File: config.mk
export PLATFORM = sky130hd
export DESIGN_NAME = nec_tx_scheduler
export DESIGN_NICKNAME = d
export VERILOG_FILES = /design/src/rtl/nec_pkg.sv /design/src/rtl/nec_req_arbiter.sv /design/src/rtl/nec_tx_scheduler.sv
export SDC_FILE = /design/constraint.sdc
export NUM_CORES = 1
export LEC_CHECK = 0
export CELL_PAD_IN_SITES_DETAIL_PLACEMENT = 0
export CELL_PAD_IN_SITES_GLOBAL_PLACEMENT = 1
export CORE_ASPECT_RATIO = 0.75
export CORE_MARGIN = 3
export CORE_UTILIZATION = 36
export CTS_BUF_LIST = sky130_fd_sc_hd__clkbuf_4 sky130_fd_sc_hd__clkbuf_8
export CTS_CLUSTER_SIZE = 10
export DETAILED_ROUTE_END_ITERATION = 12
export GPL_ROUTABILITY_DRIVEN = 0
export MAX_ROUTING_LAYER = met4
export PLACE_DENSITY = 0.86
export REMOVE_ABC_BUFFERS = 1
export SYNTH_ARGS = -nofsm -noshare
export SYNTH_HDL_FRONTEND = slang
export SYNTH_SLANG_ARGS = --single-unit
File: constraint.sdc
create_clock -name clk -period 6.55 [get_ports clk]
set_input_delay 0.9825 -clock clk [delete_from_list [all_inputs] [get_ports clk]]
set_output_delay 0.9825 -clock clk [all_outputs]
set_load 0.02 [all_outputs]
File: src/rtl/nec_pkg.sv
// Shared NEC definitions: scheduler state encoding, nominal frame period and the
// frame-length helper also used by the transmitter timing constants.
package nec_pkg;

  localparam int NEC_FRAME_US = 108000;

  typedef enum logic [2:0] {
    HOLDOFF,
    IDLE,
    SETUP,
    SEND,
    WAIT
  } sched_state_e;

  // Integer MHz keeps the product exact and well inside 32 bits for NEC periods.
  function automatic int nec_frame_cycles(input int clk_freq, input int frame_us);
    return (clk_freq / 1_000_000) * frame_us;
  endfunction

endpackage

File: src/rtl/nec_req_arbiter.sv
// Picks one pending requester: round-robin from ptr when NEC_SCHED_RR_EN is defined,
// otherwise fixed priority with the lowest index winning.
module nec_req_arbiter #(
  parameter  int N_REQ = 4,
  localparam int IDX_W = $clog2(N_REQ)
) (
  input  logic [N_REQ-1:0] req,
`ifdef NEC_SCHED_RR_EN
  input  logic [IDX_W-1:0] ptr,
`endif
  output logic [N_REQ-1:0] grant,
  output logic             valid
);

  logic found;

`ifdef NEC_SCHED_RR_EN
  logic [IDX_W-1:0] idx;

  always_comb begin
    grant = '0;
    found = 1'b0;
    idx   = '0;
    for (int i = 0; i < N_REQ; i++) begin
      idx = IDX_W'((int'(ptr) + i) % N_REQ);
      if (!found && req[idx]) begin
        grant[idx] = 1'b1;
        found      = 1'b1;
      end
    end
  end
`else
  always_comb begin
    grant = '0;
    found = 1'b0;
    for (int i = 0; i < N_REQ; i++) begin
      if (!found && req[i]) begin
        grant[i] = 1'b1;
        found    = 1'b1;
      end
    end
  end
`endif

  assign valid = |req;

endmodule

File: src/rtl/nec_tx_scheduler.sv
// Shares one NEC IR transmitter among N_REQ sources and owns the send-to-send frame spacing.
// Define NEC_SCHED_RR_EN for round-robin arbitration; the default is fixed priority.
module nec_tx_scheduler
  import nec_pkg::*;
#(
  parameter int CLK_FREQ     = 125_000_000,
  parameter int N_REQ        = 4,
  parameter int FRAME_US     = NEC_FRAME_US,
  parameter int SETUP_CYCLES = 2
) (
  input  logic                     clk,
  input  logic                     rst_n,
  input  logic                     en,
  input  logic [N_REQ-1:0]         req,
  input  logic [8*N_REQ-1:0]       req_addr,
  input  logic [8*N_REQ-1:0]       req_code,
  output logic [N_REQ-1:0]         ack,
  output logic [7:0]               tx_addr,
  output logic [7:0]               tx_code,
  output logic                     tx_send,
  output logic                     busy,
  output logic [$clog2(N_REQ)-1:0] grant_id
);

  localparam int FRAME_CYCLES = nec_frame_cycles(CLK_FREQ, FRAME_US);
  localparam int CNT_W        = $clog2(FRAME_CYCLES + 1);
  localparam int IDX_W        = $clog2(N_REQ);

  localparam logic [CNT_W-1:0] FRAME_LAST = CNT_W'(FRAME_CYCLES - 1);
  localparam logic [CNT_W-1:0] SETUP_LAST = CNT_W'(SETUP_CYCLES - 1);
  localparam logic [CNT_W-1:0] CNT_MAX    = '1;

  sched_state_e     state_q, state_d;
  logic [CNT_W-1:0] cnt_q, cnt_d, cnt_inc;
  logic [7:0]       tx_addr_q, tx_addr_d;
  logic [7:0]       tx_code_q, tx_code_d;
  logic [IDX_W-1:0] grant_id_q, grant_id_d;
  logic [IDX_W-1:0] win_idx;
  logic [N_REQ-1:0] arb_grant;
  logic             arb_valid;
  logic             grant_fire;

`ifdef NEC_SCHED_RR_EN
  logic [IDX_W-1:0] ptr_q, ptr_d;
`endif

  nec_req_arbiter #(
    .N_REQ(N_REQ)
  ) u_arb (
    .req  (req),
`ifdef NEC_SCHED_RR_EN
    .ptr  (ptr_q),
`endif
    .grant(arb_grant),
    .valid(arb_valid)
  );

  always_comb begin
    win_idx = '0;
    for (int i = 0; i < N_REQ; i++) begin
      if (arb_grant[i]) win_idx = IDX_W'(i);
    end
  end

  assign grant_fire = (state_q == IDLE) && en && arb_valid;
  assign cnt_inc    = (cnt_q == CNT_MAX) ? cnt_q : cnt_q + 1'b1;

  always_ff @(posedge clk or negedge rst_n) begin
    if (!rst_n) begin
      state_q    <= HOLDOFF;
      cnt_q      <= '0;
      tx_addr_q  <= '0;
      tx_code_q  <= '0;
      grant_id_q <= '0;
    end else begin
      state_q    <= state_d;
      cnt_q      <= cnt_d;
      tx_addr_q  <= tx_addr_d;
      tx_code_q  <= tx_code_d;
      grant_id_q <= grant_id_d;
    end
  end

`ifdef NEC_SCHED_RR_EN
  always_ff @(posedge clk or negedge rst_n) begin
    if (!rst_n) ptr_q <= '0;
    else        ptr_q <= ptr_d;
  end
`endif

  // The SEND cycle is cycle 0 of the frame period, so SEND plus WAIT spans FRAME_CYCLES.
  always_comb begin
    state_d    = state_q;
    cnt_d      = cnt_q;
    tx_addr_d  = tx_addr_q;
    tx_code_d  = tx_code_q;
    grant_id_d = grant_id_q;
`ifdef NEC_SCHED_RR_EN
    ptr_d      = ptr_q;
`endif
    case (state_q)
      HOLDOFF: begin
        if (cnt_q == FRAME_LAST) begin
          state_d = IDLE;
          cnt_d   = '0;
        end else begin
          cnt_d = cnt_inc;
        end
      end
      IDLE: begin
        if (grant_fire) begin
          state_d    = SETUP;
          cnt_d      = '0;
          tx_addr_d  = req_addr[{win_idx, 3'b000} +: 8];
          tx_code_d  = req_code[{win_idx, 3'b000} +: 8];
          grant_id_d = win_idx;
`ifdef NEC_SCHED_RR_EN
          ptr_d = (win_idx == IDX_W'(N_REQ - 1)) ? '0 : win_idx + 1'b1;
`endif
        end
      end
      SETUP: begin
        if (cnt_q == SETUP_LAST) begin
          state_d = SEND;
          cnt_d   = '0;
        end else begin
          cnt_d = cnt_inc;
        end
      end
      SEND: begin
        state_d = WAIT;
        cnt_d   = cnt_inc;
      end
      WAIT: begin
        if (cnt_q == FRAME_LAST) begin
          state_d = IDLE;
          cnt_d   = '0;
        end else begin
          cnt_d = cnt_inc;
        end
      end
      default: begin
        state_d = HOLDOFF;
        cnt_d   = '0;
      end
    endcase
  end

  always_comb begin
    ack     = '0;
    tx_send = 1'b0;
    busy    = 1'b1;
    case (state_q)
      IDLE: begin
        busy = 1'b0;
        if (grant_fire) ack = arb_grant;
      end
      SEND:    tx_send = 1'b1;
      default: ;
    endcase
  end

  assign tx_addr  = tx_addr_q;
  assign tx_code  = tx_code_q;
  assign grant_id = grant_id_q;

endmodule

Word-level counts from Yosys, hierarchy flattened
Cells that the tools add are included.
{ "classes": {"n_eq_ne": 10, "addsub": 1, "reduce_logical": 13, "n_shift": 2, "mux": 22} }
{ "ops": {"columns": ["op", "n"], "rows": [
  ["two-way mux 24 bit", 4],
  ["one-hot mux 24 bit (4 select lines)", 1],
  ["indexed part select 32 x 6 -> 8 bit", 2],
  ["equality test 24 bit (second input constant)", 2],
  ["adder 24 x 1 -> 24 bit (second input constant)", 1],
  ["equality test 24 x 1 -> 1 bit (second input constant)", 1],
  ["one-hot mux 3 bit (4 select lines)", 1],
  ["two-way mux 1 bit", 9],
  ["two-way mux 3 bit", 3],
  ["two-way mux 4 bit", 2],
  ["equality test 3 x 2 -> 1 bit (second input constant)", 2],
  ["logical AND 1 bit", 5],
  ["two-way mux 2 bit", 2],
  ["!= test 2 bit (second input constant)", 2],
  ["OR reduction 4 bit", 1],
  ["equality test 3 x 1 -> 1 bit (second input constant)", 1],
  ["equality test 3 bit (second input constant)", 1],
  ["logical NOT 1 bit", 3],
  ["logical NOT 3 bit", 1],
  ["AND reduction 3 bit", 1],
  ["!= test 2 x 1 -> 1 bit (second input constant)", 1],
  ["AND reduction 2 bit", 1],
  ["OR reduction 2 bit", 1]
]} }
{ "word_totals": {"input_bits": 71, "wordCells": 53, "regBits": 45, "out_inout_bits": 24} }

Logic depth before layout (Yosys ltp)
Gate-level depths: netlist (run 1).
{ "depth": {"word_depth": 12, "ltp_mapped": 8, "depth_no_buf": 7} }

Hierarchy
Synthesis (run 1) repeated with hierarchy kept, for this count alone.
{ "hier_totals": {"cells_unflattened": 334, "hier_area_um2": 2917.8} }
{ "by_module_without_submodules": {"columns": ["module", "area_per_inst_um2", "cells_each", "n_inst", "seq_area_each_um2"], "rows": [
  ["nec_tx_scheduler", 2880.3, 329, 1, 1126.1],
  ["nec_req_arbiter", 37.5, 5, 1, 0.0]
]} }

Worst setup path after synthesis (run 1)
No wires, ideal clock.
{ "synth_path": {"path_type": "input -> output", "start": "in req[0]", "end": "out ack[3]", "arrival_time_ps": 2523, "t_required_ps": 5568, "slack_ps": 3045, "cell_stages": 6, "n_path_buf": 2, "cell_sequence": "clkbuf_1 > nor2_1 > a21boi_0 > nand2_1 > clkbuf_1 > nor4_1"} }
{ "synth_between": {"elab_chain_cells": 12, "elab_cells_between_ends": 14, "cone_classes": "mux (6); reduce/logical (8)"} }
{ "synth_rtl": {"columns": ["item", "line_no", "text"], "rows": [
  ["start, declared", "nec_tx_scheduler.sv:14", "input logic [N_REQ-1:0] req,"],
  ["two-way mux 1 bit", "nec_req_arbiter.sv:37", "if (!found && req[i]) begin"],
  ["logical NOT 1 bit", "nec_req_arbiter.sv:37", null],
  ["logical AND 1 bit", "nec_req_arbiter.sv:37", null],
  ["two-way mux 1 bit", "nec_req_arbiter.sv:37", null],
  ["logical NOT 1 bit", "nec_req_arbiter.sv:37", null],
  ["logical AND 1 bit", "nec_req_arbiter.sv:37", null],
  ["two-way mux 1 bit", "nec_req_arbiter.sv:37", null],
  ["logical NOT 1 bit", "nec_req_arbiter.sv:37", null],
  ["logical AND 1 bit", "nec_req_arbiter.sv:37", null],
  ["two-way mux 1 bit", "nec_req_arbiter.sv:37", null],
  ["two-way mux 4 bit (*)", "nec_tx_scheduler.sv:156", "if (grant_fire) ack = arb_grant;"],
  ["two-way mux 4 bit (*)", "nec_tx_scheduler.sv:153", "case (state_q)"],
  ["end, declared", "nec_tx_scheduler.sv:17", "output logic [N_REQ-1:0] ack,"]
]} }
Every way passes the cells marked *; elsewhere a longest branch is shown, timed or not.

Final worst setup path (run 1)
Same ends and word-level chain as after synthesis.

==> results of run 1 <==
==> registers in the layout (all words and copies together), names as in the netlist <==
signal	cells
tx_addr	8
tx_code	8
state_q	3
grant_id	2
cnt_q	24
==> metrics by stage <==
| step | instances | total power, mW | setup WS [ns] |
|---|---|---|---|
| global route | 518 | 0.9962 | 2.080 |
| CTS | 518 | 0.9302 | 2.290 |
| finish | 518 | 0.9286 | 2.296 |
| global placement | 510 | 0.6984 | 2.356 |
| floorplan | 311 | 0.5931 | 2.895 |
| detailed placement | 510 | 0.7044 | 2.310 |
==> worst max-delay path: stages <==
cell and delay [ns]:
clkdlybuf4s50_1 0.57, nor2_1 0.09, a21boi_0 0.35, nand2_1 0.09, buf_4 0.25, nor4_1 0.27
clkdlybuf4s50_1 0.66
==> final cells by class <==
type | instances | area share, %
flip-flops and latches | 45 | 29.16
inverters | 7 | 0.6805
repair buffers | 101 | 25.60
clock buffers | 6 | 2.139
well taps | 98 | 3.176
multi-input cells | 259 | 38.27
clock inverters | 2 | 0.9721
==> synth_stat cells (2+ instances only) <==
cell type,count,share of area [%]
a21o_1,2,0.55
a21oi_1,13,2.4
a311oi_1,5,1.6
a31oi_1,6,1.4
a41oi_1,2,0.64
and3_1,7,1.6
and4_1,2,0.64
buf_2,2,0.37
buf_6,2,0.83
clkbuf_1,14,1.9
dfrtp_1,45,41
ha_1,2,0.92
inv_1,7,0.97
nand2_1,66,9.1
nand2b_1,3,0.69
nand3_1,33,6.1
nand4_1,6,1.4
nor2_1,19,2.6
nor3_1,5,0.92
nor4_1,6,1.4
o21ai_0,26,4.8
o21ai_1,2,0.37
o221ai_1,16,5.2
o311ai_1,3,0.97
o31ai_1,2,0.55
o32ai_1,2,0.64
o41ai_1,3,0.97
or2_2,4,0.92
or3_1,6,1.4
==> power breakdown <==
part / switching [mW] / total, mW / leakage [nW] / internal (mW)
combinational: 0.148 / 0.282 / 0.932 / 0.134
sequential: 0.0894 / 0.424 / 0.544 / 0.334
clock: 0.0990 / 0.223 / 0.0574 / 0.124
total: 0.336 / 0.929 / 1.53 / 0.592
==> per-layer routing <==
| layer | up-vias | share of wire (%) |
|---|---|---|
| met3 | 25 | 5.2 |
| met5 | - | 0 |
| met1 | 1378 | 45 |
| met4 | 0 | 2.8 |
| li1 | 1414 | - |
| met2 | 110 | 47 |
==> worst paths after layout <==
| check | to | start | slack [ns] |
|---|---|---|---|
| worst max-delay path | ack[3] | req[0] | 2.30 |
| worst min-delay path | tx_code[2] | tx_code[2] | 0.48 |
| min in group asynchronous | tx_code[6] | rst_n | 0.76 |
| worst max register to register | cnt_q[13] | cnt_q[0] | 3.13 |
| worst min register to register | tx_code[2] | tx_code[2] | 0.48 |
| max in group asynchronous | tx_code[3] | rst_n | 5.42 |
==> kinds of logic after synthesis <==
family,Yosys count,synth area share [%]
AND/OR/NAND/NOR,166,30.07
AO/OA/AOI/OAI,88,22.10
flip-flops,45,41.44
buffers and inverters,26,4.374
multiplexers,2,0.7827
adder cells (fa/ha/maj),2,0.9207
XOR/XNOR,1,0.3223
==> results.json, run 1 <==
{
  "peakVddDrop_v": 0.00009958,
  "grtUsageMet2_pct": 33.94,
  "reg2reg_depth": 7,
  "finalClockSkew_ns": 0.004974,
  "syn_area_per_cell_sq_um": 8.235,
  "layout_common_cells": "clkdlybuf4s50_1, nand2_1, dfrtp_1, nand3_1, o21ai_0",
  "drt_wl_total_um": 8502,
  "nFillCells": 650,
  "maxSlewHeadroom_pct": 29.06,
  "synthArstFlopShare_pct": 100.0,
  "ff_latch_area_sq_mm": 0.001126,
  "cts.sinks": 45,
  "crit_path_max_fanout": 38,
  "multi_input_area_sq_mm": 0.001478,
  "use_met3_pct": 3.018,
  "max_cap_viol_count": 0,
  "globalRoute.busiestLayer": "met2",
  "grt_max_degree": 46,
  "nets": 492,
  "first_pass_iters": 5,
  "synth_edf_count": 0,
  "ys_warn_count": 0,
  "fmax_mhz": 235.0,
  "grt_antenna_before_repair": 0,
  "post_cts_buffers": 0,
  "cts_resized": 0,
  "core-area_sq_mm": 0.007059,
  "worst_pin_slew_ns": 1.058,
  "io_buffers": 94,
  "dieWidth_um": 106.3,
  "hp-class": "reg -> reg",
  "grt_use_total_pct": 21.51,
  "synthFlopType": "dfrtp_1",
  "grt_pass1_wl_um": 14310,
  "cts_tree": "done",
  "fin_tns_setup_ns": 0,
  "grt_pass1_vias": 2829,
  "dp_hpwl_um": 6502,
  "grt-ovfl-total": 0,
  "yosysSeqAreaShare_pct": 41.44,
  "ys_ff_latch": 45,
  "cts_buffer_depth": 2,
  "start_util_pct": 38.50,
  "critPathArrivalTime_ns": 3.27,
  "status": "completed",
  "dpl-instance-area_sq_mm": 0.003741,
  "cts_root_buffer": "clkbuf_8",
  "num_rows": 26,
  "area_delta_synth_final_pct": 42.08,
  "final_layout_size_suffix_gt1_share_pct": 6.190,
  "clkTransAtPathRegs_ns": 0.09,
  "fin_util_pct": 54.70,
  "power.density_mw_per_mm2": 240.5,
  "ant_nets": 0,
  "final_common_cell": "clkdlybuf4s50_1",
  "period_needed_ns": 4.254,
  "cp-start-kind": "input pin",
  "worstSetupPathType": "in -> out",
  "io_pins": 95,
  "die_area_sq_mm": 0.008638,
  "cts-htree-levels": 2,
  "syn-instance-count": 330,
  "cp.required_ns": 5.57,
  "finalHoldViolations": 0,
  "whs_ns": 0.4845,
  "leakagePower_nw": 1.533,
  "wl_per_cell_um": 16.41,
  "setup_viol": 0,
  "vias": 2927,
  "rsz0062_at_grt": "no",
  "ys_types": 48,
  "die_h_um": 81.25,
  "syn_area_sq_mm": 0.002718,
  "critPathCaptureType": "output pin",
  "stdcell_area_sq_mm": 0.003861,
  "n_antenna_cell": 0,
  "routed_via_density": 5.651,
  "drc": 0,
  "first_iter_violations": 179,
  "slew_violations": 0,
  "ctsHoldBuffers": 0,
  "hold_path_depth": 2,
  "gr-usage-met1_pct": 28.61,
  "cts_buffers": 5,
  "finalCritPeriodShare_pct": 64.95,
  "clk_latency_ns": 0.30
}
Power figures use the tool's default switching activity.
==> inputs of run 2 (changes only) <==
Settings changed: CORE_UTILIZATION 36 to 34, PLACE_DENSITY 0.86 to 0.81.
Clock period 6.55 ns to 4.02 ns, I/O delays scaled along.
==> results.json, run 2 (synthesis results as in run 1) <==
{
  "grt_max_degree": 46,
  "die_h_um": 83.43,
  "grt-ovfl-total": 0,
  "vias": 2921,
  "grtUsageMet2_pct": 30.60,
  "worstSetupPathType": "reg -> reg",
  "first_iter_violations": 168,
  "maxSlewHeadroom_pct": 28.51,
  "clk_latency_ns": 0.31,
  "cts_buffer_depth": 2,
  "cts_buffers": 5,
  "cp.required_ns": 4.16,
  "nFillCells": 714,
  "drc": 0,
  "rsz0062_at_grt": "no",
  "nets": 492,
  "regMostFlops": "cnt_q",
  "core-area_sq_mm": 0.007533,
  "dieWidth_um": 109.2,
  "final_common_cell": "clkdlybuf4s50_1",
  "finalClockSkew_ns": 0.01229,
  "final_layout_size_suffix_gt1_share_pct": 6.190,
  "start_util_pct": 36.07,
  "grt_antenna_before_repair": 0,
  "worst_pin_slew_ns": 1.067,
  "fin_util_pct": 51.30,
  "area_delta_synth_final_pct": 42.22,
  "critPathArrivalTime_ns": 3.52,
  "reg2reg_depth": 7,
  "cp-start-kind": "flip-flop",
  "cts_root_buffer": "clkbuf_8",
  "io_buffers": 94,
  "num_rows": 27,
  "crit_path_max_fanout": 13,
  "grt_pass1_vias": 2845,
  "drt_wl_total_um": 9012,
  "ant_nets": 0,
  "cts-htree-levels": 2,
  "gr-usage-met1_pct": 29.76,
  "die_area_sq_mm": 0.009113,
  "cts_resized": 0,
  "grt_pass1_wl_um": 14790,
  "clkTransAtPathRegs_ns": 0.09,
  "slew_violations": 0,
  "max_cap_viol_count": 0,
  "place_ws_ns": 0.6645,
  "period_needed_ns": 3.384,
  "ff_latch_area_sq_mm": 0.001126,
  "cts.sinks": 45,
  "power.density_mw_per_mm2": 396.4,
  "finalHoldViolations": 0,
  "ctsHoldBuffers": 0,
  "fin_tns_setup_ns": 0,
  "setup_viol": 0,
  "io_pins": 95,
  "cts_tree": "done",
  "layout_common_cells": "clkdlybuf4s50_1, nand2_1, dfrtp_1, nand3_1, o21ai_0",
  "hp-class": "in -> async",
  "globalRoute.busiestLayer": "met2",
  "fmax_mhz": 295.5,
  "first_pass_iters": 4,
  "leakagePower_nw": 1.537,
  "routed_via_density": 5.607,
  "grt_use_total_pct": 20.73,
  "multi_input_area_sq_mm": 0.001478,
  "n_antenna_cell": 0,
  "post_cts_buffers": 0,
  "status": "completed",
  "largest_register_ff_count": 24,
  "dp_hpwl_um": 6665,
  "finalCritPeriodShare_pct": 84.17,
  "critPathCaptureType": "flip-flop",
  "use_met3_pct": 3.341,
  "wl_per_cell_um": 17.30,
  "peakVddDrop_v": 0.0001782,
  "layout_setup_ws_ns": 0.6363
}
## run 2: power breakdown
part	total [mW]	internal [mW]	switching, mW
Sequential	0.693	0.545	0.148
Clock	0.373	0.210	0.164
Combinational	0.466	0.218	0.248
Total	1.53	0.972	0.560
## run 2: layout make-up
type / instances / share of cell area [%]
Sequential cell: 45 / 29.14
Tap cell: 101 / 3.270
Timing Repair Buffer: 101 / 25.57
Clock inverter: 1 / 0.7769
Clock buffer: 7 / 2.331
Multi-Input combinational cell: 259 / 38.23
Inverter: 7 / 0.6798
## run 2: critical path, cell delays in order (launching register included)
cell and delay, ns:
dfrtp_1 0.45, ha_1 0.27, nand4_1 0.18, nor4_1 0.39
a31oi_1 0.22, or3_1 0.61, nor2_1 0.89, o21ai_0 0.22
## run 2: routing by layer
metal  share of wire [%]  routed length (um)
met5                   0                   0
met4                 1.2                 110
met3                 4.2                 376
met2                  48                4287
met1                  47                4237
## run 2: metrics by stage
| stage | instance area, sq um | power (mW) | hold slack [ns] | cells |
|---|---|---|---|---|
| 6_report | 3865 | 1.532 | 0.4630 | 521 |
| 5_1_grt | 3865 | 1.641 | 0.5118 | 521 |
| 4_1_cts | 3865 | 1.529 | 0.4919 | 521 |
| 3_5_place_dp | 3745 | 1.159 | 0.4720 | 513 |
| 3_3_place_gp | 3745 | 1.144 | 0.4636 | 513 |
| 2_1_floorplan | 2625 | 0.9664 | 0.3074 | 311 |
## run 2: path summary, 6_finish.rpt
check,end,slack (ns),start
max,cnt_q[13],0.64,cnt_q[0]
min,tx_addr[7],0.46,rst_n
max reg2reg,cnt_q[13],0.64,cnt_q[0]
min reg2reg,tx_addr[6],0.49,tx_addr[6]
max in group asynchronous,tx_addr[1],2.93,rst_n
min in group clk,tx_addr[6],0.49,tx_addr[6]
==> inputs of run 3 (changes only) <==
Clock period 4.02 ns to 3.3 ns, I/O delays scaled along.
==> results.json, run 3 (synthesis results as in run 1) <==
{
  "status": "completed",
  "finalClockSkew_ns": 0.006111,
  "io_pins": 95,
  "first_iter_violations": 185,
  "finalCritPeriodShare_pct": 91.63,
  "dpl-instance-area_sq_mm": 0.003782,
  "cts_resized": 0,
  "nets": 497,
  "dp.cells": 518,
  "die_h_um": 83.43,
  "worst_pin_slew_ns": 1.016,
  "cts_buffer_depth": 2,
  "final_common_cell": "clkdlybuf4s50_1",
  "power.density_mw_per_mm2": 476.7,
  "grt_max_degree": 46,
  "cpPeakStageDelay_ns": 0.65,
  "stdcell_area_sq_mm": 0.003902,
  "die_area_sq_mm": 0.009113,
  "n_antenna_cell": 0,
  "final_cells": 526,
  "multi_input_area_sq_mm": 0.001478,
  "dp_hpwl_um": 6772,
  "core-area_sq_mm": 0.007533,
  "nFillCells": 727,
  "dieWidth_um": 109.2,
  "rsz0062_at_grt": "no",
  "area_delta_synth_final_pct": 43.60,
  "cp.required_ns": 2.80,
  "regMostFlops": "cnt_q",
  "final_layout_size_suffix_gt1_share_pct": 7.294,
  "max_cap_viol_count": 0,
  "io_buffers": 94,
  "wl_per_cell_um": 16.96,
  "fmax_mhz": 330.7,
  "post_cts_buffers": 0,
  "cts-htree-levels": 2,
  "cts_buffers": 5,
  "num_rows": 27,
  "cts_tree": "done",
  "start_util_pct": 36.07,
  "ant_nets": 0,
  "clk_latency_ns": 0.30,
  "ctsHoldBuffers": 0,
  "grt_pass1_wl_um": 14740,
  "period_needed_ns": 3.024,
  "drt_wl_total_um": 8923,
  "critPathCaptureType": "output pin",
  "critPathArrivalTime_ns": 2.53,
  "grt_antenna_before_repair": 0,
  "clkTransAtPathRegs_ns": 0.09,
  "routed_via_density": 5.599,
  "peakVddDrop_v": 0.0001950,
  "crit_chain": "clkdlybuf4s50_1 -> nor2_1 -> a21boi_0 -> nand2_1 -> nor4_1 -> clkdlybuf4s50_1",
  "slew_violations": 0,
  "worstSetupPathType": "in -> out",
  "grt-ovfl-total": 0,
  "vias": 2945,
  "setup_viol": 0,
  "drc": 0,
  "first_pass_iters": 4,
  "hp-class": "in -> async",
  "slowest_stage": "clkdlybuf4s50_1",
  "finalHoldViolations": 0,
  "cts.sinks": 45,
  "cp-start-kind": "input pin",
  "p_total_mw": 1.860,
  "leakagePower_nw": 1.561,
  "crit_path_max_fanout": 7,
  "cts_root_buffer": "clkbuf_8",
  "maxSlewHeadroom_pct": 32.26,
  "largest_register_ff_count": 24,
  "grt_pass1_vias": 2873,
  "layout_common_cells": "clkdlybuf4s50_1, nand2_1, dfrtp_1, nand3_1, o21ai_0",
  "fin_tns_setup_ns": 0,
  "crit_path_frequent_cell": "clkdlybuf4s50_1",
  "grt_use_total_pct": 20.88,
  "ff_latch_area_sq_mm": 0.001126
}
==> run 3: cell types whose count changed in the layout (fill, tap and decap cells not counted), sizes merged <==
cell  previous run  this run
buf              8        13
==> run 3: layout make-up <==
class                           instances  area share [%]
Clock buffer                            7           2.308
Clock inverter                          1          0.7695
Inverter                                7          0.6733
Multi-Input combinational cell        259           37.86
Sequential cell                        45           28.86
Tap cell                              101           3.238
Timing Repair Buffer                  106           26.29
==> run 3: metal layers <==
metal  GRT usage, %  part of all wire [%]  vias up
li1               -                     -     1431
met1          28.75                    47     1430
met2          32.11                    47       75
met3          3.730                   4.6        9
met4          4.757                   1.1        0
met5              -                     0        -
==> run 3: critical path: cells and delay by family <==
kind / cells / cell delay (ns)
buf+inv: 2 / 1.24
simple gates: 3 / 0.55
compound gates: 1 / 0.23
==> run 3: power breakdown <==
part           switching (mW)  internal, mW
Sequential              0.184         0.663
Combinational           0.297         0.267
Clock                   0.194         0.255
Total                   0.675          1.19
==> run 3: final timing paths <==
check	start	to	slack, ns	depth (start not counted)
max in group asynchronous	rst_n	cnt_q[22]	2.31	1
min in group clk	tx_code[6]	tx_code[6]	0.48	2
setup / recovery	req[0]	ack[3]	0.28	6
setup reg to reg	cnt_q[0]	cnt_q[8]	0.63	8
hold / removal	rst_n	tx_code[3]	0.36	1
hold reg to reg	tx_code[6]	tx_code[6]	0.48	2
==> run 3: metrics by stage <==
stage / utilization [%] / setup slack [ns] / hold WS [ns]
6_report: 51.80 / 0.2764 / 0.3609
5_1_grt: 51.80 / 0.06077 / 0.4464
4_1_cts: 51.80 / 0.2572 / 0.4070
3_5_place_dp: 50.21 / 0.2715 / 0.4699
3_3_place_gp: 50.21 / 0.3019 / 0.4634
2_1_floorplan: - / 0.6199 / 0.1994
==> RTL edit: new RTL, settings of run 3 <==
The option `NEC_SCHED_RR_EN` is turned on by a define.
--- a/src/rtl/nec_req_arbiter.sv
+++ b/src/rtl/nec_req_arbiter.sv
@@ -1,5 +1,7 @@
 // Picks one pending requester: round-robin from ptr when NEC_SCHED_RR_EN is defined,
 // otherwise fixed priority with the lowest index winning.
+`define NEC_SCHED_RR_EN
+
 module nec_req_arbiter #(
   parameter  int N_REQ = 4,
   localparam int IDX_W = $clog2(N_REQ)
Formal check against the unedited RTL: same outputs for any inputs over 10 cycles, from zero or initial values and one cycle with rst_n low; that may be too few to reach the edited logic, so the function may still have changed.
==> RTL edit against run 3 <==
Combinational power down 9.4%; global-route usage shrank 1.3 points; wire length up 23%; area after synthesis increased by 30%; setup slack got worse by 130 ps; hold slack lost 180 ps; cell area grew 24%; sequential cell count rose by 2; count of clock-buffer cells in the layout up 1; largest cell class unchanged; cell count is 22% higher; utilization shrank 2.7 points; sequential share of layout area decreased by 4.5 points; non-clock buffer count is 18 higher; power decreased by 18%.
==> RTL edit: results (changes against run 3) <==
- The flow ran to the end, and the final reports show no timing, DRC or antenna violations.
- The commonest cells after synthesis are nand2_1, dfrtp_1, nor2_1, a21oi_1.
- The post-detailed-route via-to-cell ratio is 5.563 (-0.64%).
- The number of iterations in the first detailed-routing pass was 5 (+1).
- The register area share after synthesis came to 0.3342 (-0.08020).
- The class of the tightest hold or removal check is in2async.
- The clock sink count is 47 (+4.4%).
- The detailed placement HPWL is 8.143 mm (+20%).
- The most flop-heavy register is cnt_q.
- The reported leakage power is 1.930 nW (+24%).
- The total routed wirelength is 10.98 mm (+23%).
- The detailed router's first-iteration violation count is 308 (+66%).
- The first-pass GRT wire length is 17.82 mm (+21%).
- The async set-reset flop share out of synthesis is 1.000 (unchanged).
- The root cell of the clock tree is clkbuf_8.
- The maximum number of pins on one net before global-route repair was 36 (-22%).
- The critical-path maximum fanout came to 4 (-3).
- The number of setup buffers added after CTS came to 0 (unchanged).
- The minimum hold slack is 180.8 ps (-180.1 ps).
- The number of I/O port buffers was 94 (unchanged).
- The all-layer global routing usage is 0.1958 (-0.01304).
- The count of antenna diodes in the layout is 0 (unchanged).
- The via count of the first global-routing pass is 3463 (+21%).
- The total number of yosys warnings came to 0 (unchanged).
- The insertion delay of the later-clocked pin in the worst-skew pair is 310 ps.
- The number of buffers created by CTS is 5 (unchanged).
- The final-stage net count is 587 (+18%).
- By area the synthesized netlist is led by dfrtp_1, nand2_1, nor2_1.
- The ratio of cells with drive above 1 in the final layout is 0.1415 (+0.06851).
- The number of buffers between clock root and the deepest sink was 2 (unchanged).
- The internal power is 1.058 mW (-11%).
- The maximum VDD drop is 0.1727 mV (-11%).
- The worst clock skew is 11.77 ps (+5.659 ps).
- The total placed instance area is 0.004725 mm2 (+25%).
- The number of flip-flops under the largest register name came to 24 (unchanged).
- The CTS tree is built.
- The flop-to-flop setup slack is 650 ps (+20 ps).
- The worst max-slew margin expressed relative to the limit came to 0.4480 (+0.1255).
- The clock slew at the register clock pins of the worst setup and hold paths is 100 ps.
- The remaining antenna violation count after routing was 0 (unchanged).
- The maximum level of the CTS H-tree came to 2 (unchanged).
- The dominant synthesized flop cell is dfrtp_1.
- The number of antenna violations at the first check in global routing came to 0 (unchanged).
- The count of distinct cell types in the synthesized netlist came to 62 (+29%).
RTL edit: worst max-delay path, cell delays in order, from the launching register on:
cell and delay [ps]:
dfrtp_1 350, inv_1 90, ha_4 300, mux4_2 550
buf_4 180, a211oi_2 270, o31a_1 210, nor2_1 70
dlygate4sd2_1 340
RTL edit: timing repair:
action | CTS | global route
hold buffers | 0 | 0
gates cloned | 0 | 0
resized for setup | 4 | 2
endpoints found under the setup margin | 4 | 2
RTL edit: kinds of logic (layout without fill, tap and decap cells):
| logic type | count (synthesis) | in the layout | share of synthesized area |
|---|---|---|---|
| AOI/OAI and AO/OA | 149 | 149 | 0.3399 |
| adders and majority gates | 8 | 8 | 0.02844 |
| buffers and inverters | 37 | 142 | 0.05012 |
| DFF | 47 | 47 | 0.3342 |
| muxes | 9 | 9 | 0.03626 |
| and+or+nand+nor | 154 | 154 | 0.2112 |
RTL edit: final cells by class:
class | count | area [um2]
fill | 941 | 5016
multi-input combinational | 320 | 2185
sequential | 47 | 1176
timing repair buffer | 124 | 1169
tap | 132 | 165.2
clock buffer | 8 | 103.9
inverter | 10 | 37.54
RTL edit: worst paths after layout:
path / startpoint / end / cells past startpoint
max reg2reg: ptr_q[1] / ptr_q[0] / 10
max: ptr_q[1] / ack[2] / 8
min in group clk: grant_id[0] / grant_id[0] / 1
max in group asynchronous: rst_n / grant_id[1] / 2
min reg2reg: grant_id[0] / grant_id[0] / 1
min: rst_n / tx_code[4] / 1
RTL edit: per-layer routing:
| metal | global-route usage | routed length [um] |
|---|---|---|
| met5 | - | 0 |
| met4 | 0.03871 | 103 |
| met1 | 0.2782 | 5304 |
| met2 | 0.2967 | 5053 |
| met3 | 0.03070 | 520 |
RTL edit: through the flow:
step | util | cells | worst slack [ps] | setup TNS, ps
after detailed placement | 0.4796 | 633 | -80.32 | -80.32
final | 0.4909 | 641 | 149.9 | 0
after global placement | 0.4796 | 633 | -41.41 | -41.41
after floorplan | - | 377 | -257.4 | -585.7
after global routing | 0.4909 | 641 | 29.17 | 0
after CTS | 0.4896 | 641 | 70.71 | 0
RTL edit: power by group through the flow:
stage	sequential, mW	combinational [mW]	clock [mW]
finish	0.610	0.511	0.406
global route	0.612	0.551	0.437
global placement	0.620	0.504	0
floorplan	0.646	0.232	0
detailed placement	0.621	0.509	0
CTS	0.610	0.511	0.413
